===== config.mk =====
export PLATFORM = sky130hd
export DESIGN_NAME = piso_serializer
export DESIGN_NICKNAME = d
export VERILOG_FILES = /design/src/rtl/piso_serializer.sv
export SDC_FILE = /design/constraint.sdc
export NUM_CORES = 1
export LEC_CHECK = 0
export BUFFER_PORTS_ARGS = -buffer_cell sky130_fd_sc_hd__buf_2
export CAP_MARGIN = 10
export CORE_AREA = 2 2 39 41
export CTS_BUF_LIST = sky130_fd_sc_hd__clkbuf_4
export CTS_CLUSTER_DIAMETER = 60
export DETAILED_ROUTE_END_ITERATION = 8
export DIE_AREA = 0 0 41 43
export GPL_ROUTABILITY_DRIVEN = 0
export SLEW_MARGIN = 20
export SYNTH_ARGS = -nofsm -noshare
export SYNTH_HDL_FRONTEND = slang
export SYNTH_SLANG_ARGS = --single-unit

===== constraint.sdc =====
create_clock -name clk -period 1.6 [get_ports clk]
set_input_delay 0.32 -clock clk [delete_from_list [all_inputs] [get_ports clk]]
set_output_delay 0.32 -clock clk [all_outputs]
set_load 0.02 [all_outputs]

===== src/rtl/piso_serializer.sv =====
`default_nettype none
// ============================================================================
// Module   : piso_serializer
// Brief    : Parallel-in serial-out transmitter, valid/ready on both sides,
//            with first/last framing flags on the serial beat.
// Revision : 1.0
// ============================================================================
module piso_serializer #(
    parameter int WIDTH     = 4,
    parameter bit MSB_FIRST = 1'b1
) (
    input  logic             clk,
    input  logic             rst,
    input  logic [WIDTH-1:0] pi,
    input  logic             pi_valid,
    output logic             pi_ready,
    output logic             so,
    output logic             so_valid,
    input  logic             so_ready,
    output logic             so_first,
    output logic             so_last,
    output logic             busy
);

    localparam int                c_CW    = $clog2(WIDTH);
    localparam logic [c_CW-1:0]   c_ZERO  = '0;
    localparam logic [c_CW-1:0]   c_ONE   = c_CW'(1);
    localparam logic [c_CW-1:0]   c_LAST  = c_CW'(WIDTH - 1);

    localparam logic [0:0]        c_IDLE  = 1'b0;
    localparam logic [0:0]        c_SHIFT = 1'b1;

    logic [0:0]       r_state;
    logic [WIDTH-1:0] r_sh;
    logic [c_CW-1:0]  r_cnt;

    logic             w_active;
    logic             w_beat;
    logic             w_load;
    logic             w_last;
    logic             w_out_bit;
    logic [WIDTH-1:0] w_shifted;

    // Shift direction only changes which end is the output and which end fills.
    generate
        if (MSB_FIRST) begin : g_msb_first
            assign w_out_bit = r_sh[WIDTH-1];
            assign w_shifted = {r_sh[WIDTH-2:0], 1'b0};
        end else begin : g_lsb_first
            assign w_out_bit = r_sh[0];
            assign w_shifted = {1'b0, r_sh[WIDTH-1:1]};
        end
    endgenerate

    assign w_active = (r_state == c_SHIFT);
    assign w_last   = w_active && (r_cnt == c_LAST);
    assign w_beat   = w_active && so_ready;

    // Ready is gated by rst so that no load can be signalled during reset.
    assign pi_ready = rst && (!w_active || (w_beat && w_last));
    assign w_load   = pi_valid && pi_ready;

    assign so       = w_active && w_out_bit;
    assign so_valid = w_active;
    assign so_first = w_active && (r_cnt == c_ZERO);
    assign so_last  = w_last;
    assign busy     = w_active;

    always_ff @(posedge clk or negedge rst) begin
        if (!rst) begin
            r_state <= c_IDLE;
            r_sh    <= '0;
            r_cnt   <= c_ZERO;
        end else if (w_load) begin
            r_state <= c_SHIFT;
            r_sh    <= pi;
            r_cnt   <= c_ZERO;
        end else if (w_beat) begin
            if (w_last) begin
                r_state <= c_IDLE;
                r_sh    <= '0;
                r_cnt   <= c_ZERO;
            end else begin
                r_sh    <= w_shifted;
                r_cnt   <= r_cnt + c_ONE;
            end
        end
    end

endmodule
`default_nettype wire


# Yosys cells after proc, flatten, opt, wreduce, memory -nomap -nowiden
# Cells that the tools add are included.
# totals
elab_cells	27
reg_bits	7
output_inout_bits	6
# classes
reduce_logical	13
addsub	1
n_eq_ne	1
n_mux	9
# ops
cell	count
4-bit two-way mux	3
1-bit logical AND	7
2-bit two-way mux	3
2-bit nonzero test	2
1-bit two-way mux	3
2-bit by 1-bit adder with 2-bit output, second input constant	1
2-bit == test, second input constant	1
2-bit zero test	1
2-bit AND reduction	1
1-bit zero test	1
1-bit logical OR	1

# Depth between registers and ports, before layout
# depth
ltp_word	8
ltp_mapped	4
depth_no_buf	4

# Worst setup path after synthesis
# No wires, ideal clock.
# synth_path
kind	reg2out
startpoint	reg r_cnt[0]
endpoint	out pi_ready
arrival_time_ps	1080
path_slack_ps	200
path_buffers	0
required_ps	1280
stages_incl_launch_ff	4
cell_sequence	dfrtp_1 ha_1 a21boi_2 and2b_1
# synth_via
elab_chain_len	5
# synth_rtl
element	line_no	source
start: declaration	35	logic [c_CW-1:0] r_cnt;
start signal: assignment	73	r_cnt <= c_ZERO;
start signal: assignment	77	r_cnt <= c_ZERO;
start signal: assignment	82	r_cnt <= c_ZERO;
2-bit == test	56	assign w_last = w_active && (r_cnt == c_LAST);
1-bit logical AND	56	
1-bit logical AND	60	assign pi_ready = rst && (!w_active || (w_beat && w_last));
1-bit logical OR	60	
1-bit logical AND	60	
end: declaration	16	output logic pi_ready,
# No other way between the ends.

# Worst setup path in the final report
# layout_path
startpoint	reg r_cnt[1]
endpoint	out pi_ready
# Same word-level chain as after synthesis.

==> summary.md <==
| Metric | Value |
|---|---|
| Number of synthesized flops with an enable pin | 0 |
| RSZ-0062 raised after global routing | true |
| Most frequent cell after synthesis | dfrtp_1 |
| GRT busiest layer | met1 |
| Min Hold Slack | -0.0277 ns |
| Via count | 324 |
| Pre-antenna DRT Iters | 3 |
| Slew @ Worst Pin | 0.261 ns |
| Dpl ws | 0.137 ns |
| Starting Density | 27.2% |
| Routed Antenna Nets | 0 |
| Final Cycle Share | 104% |
| Maxcap violations | 0 |
| Antenna violations before repair | 0 |
| Area of the core | 1380 µm² |
| Area Overhead vs Synth | 45.8% |
| I/O pin count | 14 |
| Nets | 68 |
| Crit Path Max Fanout | 3 |
| Critical setup path kind | flip-flop to primary output |
| Yosys top cell by area | dfrtp_1 |
| FF-to-FF setup slack | 0.18 ns |
| Netlist Area Pre-Place | 377 µm² |
| H-tree levels | 1 |
| Post-DR wirelength/cell | 11.5 µm |
| Starting DRT DRC Count | 5 |
| Seq cells post-synth | 7 |
| Worst EP required | 1.28 ns |
| Clock sinks | 7 |
| Cell Chain, Critical Path | ha_4 -> a21boi_2 -> and2b_1 -> buf_2 |
| Clock Latency Late Sink | 0.25 ns |
| Setup crit end kind | primary output |
| Max Fclk | 0.603 GHz |
| Pwr Total | 966 µW |
| Final core occ | 39.7% |
| Pwr/cell area | 1760 nW/µm² |
| R2r endpoint | r_sh[1] |
| CTS Buffer Depth | 2 |
| Rows | 14 |
| Antenna cells | 0 |
| Avg Synthesized Cell Area | 10.5 µm² |
| Met2 Use GR | 12.5% |
| Ys async rst share | 100% |
| Leakage | 0.000277 µW |
| Peak per-stage delay on the critical path | 0.42 ns |
| Syn nets | 46 |
| Synth Flop Type | dfrtp_1 |
| Drc violations | 0 |
| Top post-synthesis cells by count | 7 x dfrtp_1, 4 x nand2_1 |
| HP Class | input pin to asynchronous set/reset pin |
| TritonCTS clock tree | yes |
| I/O Buffers | 13 |
| Met1 Use GR | 13.5% |
| Sequential area share after synthesis | 46.5% |
| Layout cell share with drive strength beyond 1 | 43.9% |
| Vias in the first global route | 272 |
| Violated checks | hold timing, setup timing |
| Largest net degree at the start of global routing | 10 |
| Die Y-Extent | 43 µm |
| Final setup violation count | 2 |
| Top cells by area, synth | dfrtp_1 47%, a221o_1 8.0%, ha_1 6.6% |
| Post-synth top area share | 46.5% |
| Die Wd | 41 µm |
| Clock root buffer | clkbuf_4 |
| Die ar. | 1760 µm² |
| Cts bufs inserted | 3 |
| CP Data Arrival Time | 1.34 ns |
| Max Slew Vio Count | 0 |
| Hold Vio Cnt, Final | 4 |
| Detailed-route wire length | 843 µm |
| Crit Reg-Reg Startpoint | r_cnt[1] |
| Worst clock skew | 0.00526 ns |
| Status | complete, but fails checks |
| GR Overflow Total | 0 |
| CP max stage cell | dfrtp_1 |
| M3 GR Usage | 3.66% |
| Max IR drop VDD | 541 µV |
| Syn Inst Count | 36 |
| Overall Global Routing Usage | 9.81% |
| Crit path launch type | flip-flop |
| Clock slew at reported path FFs | 0.06 ns |
| Post-DP HPWL | 586 µm |
| Via density per instance | 4.44 |
| Max-slew headroom | 82.6% |
| Final worst setup slack | -0.0586 ns |
| Distinct cell type count after synthesis | 18 |
| First-pass GRT wire length | 1150 µm |
| YS warnings | 0 |
| Tmin final | 1.66 ns |
| Fill count | 135 |
| Reg2Reg Depth | 5 |
[worst max-delay path, delay by kind of cell, from the launching register on]
family | cells | cell delay [ns]
DFF | 1 | 0.42
and+or+nand+nor | 1 | 0.19
adders and majority gates | 1 | 0.18
AOI/OAI and AO/OA | 1 | 0.15
buffers and inverters | 1 | 0.15
[through the flow]
stage          cells  area (µm²)  setup TNS (ns)
2_1_floorplan     36         377               0
5_1_grt           73         549          -0.223
4_1_cts           71         515         -0.0792
6_report          73         549         -0.0716
3_5_place_dp      66         469               0
3_3_place_gp      66         469               0
[sequential cells by signal, indices dropped and copies added (netlist names)]
signal  flops
busy        1
r_cnt       2
r_sh        4
[how the worst max path moves through the flow]
stage	slack (ns)	cells past startpoint	end	from
floorplan	0.20	3	pi_ready	r_cnt[0]
global placement	0.16	4	pi_ready	r_cnt[0]
detailed placement	0.14	4	pi_ready	r_cnt[0]
CTS	-0.07	4	pi_ready	r_cnt[1]
global route	-0.13	4	pi_ready	r_cnt[1]
finish	-0.06	4	pi_ready	r_cnt[1]
[cell type report]
cell class              count  area [µm²]  share of cell area [%]
clock buffers               4        30.0                    5.47
inverters                   3        11.3                    2.05
multi-input cells          25         198                    36.0
flip-flops and latches      7         175                    31.9
well taps                  16        20.0                    3.64
repair buffers             18         115                    21.0
[logic make-up (layout without fill, tap and decap cells)]
kind of cell | Yosys count | after routing | synth area share [%]
DFF | 7 | 7 | 46.5
adders and majority gates | 2 | 2 | 6.64
and+or+nand+nor | 15 | 15 | 22.9
AOI/OAI and AO/OA | 7 | 7 | 16.3
buffers and inverters | 4 | 25 | 4.98
muxes | 1 | 1 | 2.66
[metal layers]
| metal | up-vias | routed length (µm) |
|---|---|---|
| met2 | 10 | 402 |
| met4 | 0 | 0 |
| li1 | 168 | - |
| met1 | 146 | 393 |
| met5 | - | 0 |
| met3 | 0 | 46 |
[timing repair]
action                                 4_1_cts  5_1_grt
pin swaps                                    1        1
setup endpoints to repair                    2        3
buffers inserted                             1        1
endpoints found under the hold margin        7        3
gates cloned                                 0        0
gates resized for setup                      3        3
[cell usage in the layout, fill, tap and decap left out, drive strengths merged, types with 2 or more instances in the layout]
master and count:
ha 2, dfrtp 7, nand2 4, nor3b 3, buf 17, inv 3
clkbuf 4, a221o 3, and2 3
[where the power goes]
part / switching (µW) / internal [µW] / leakage, µW / total, µW
sequential: 64.9 / 245 / 0.0000885 / 310
combinational: 232 / 241 / 0.000170 / 473
clock: 71.1 / 113 / 0.0000184 / 184
Power figures use the tool's default switching activity.
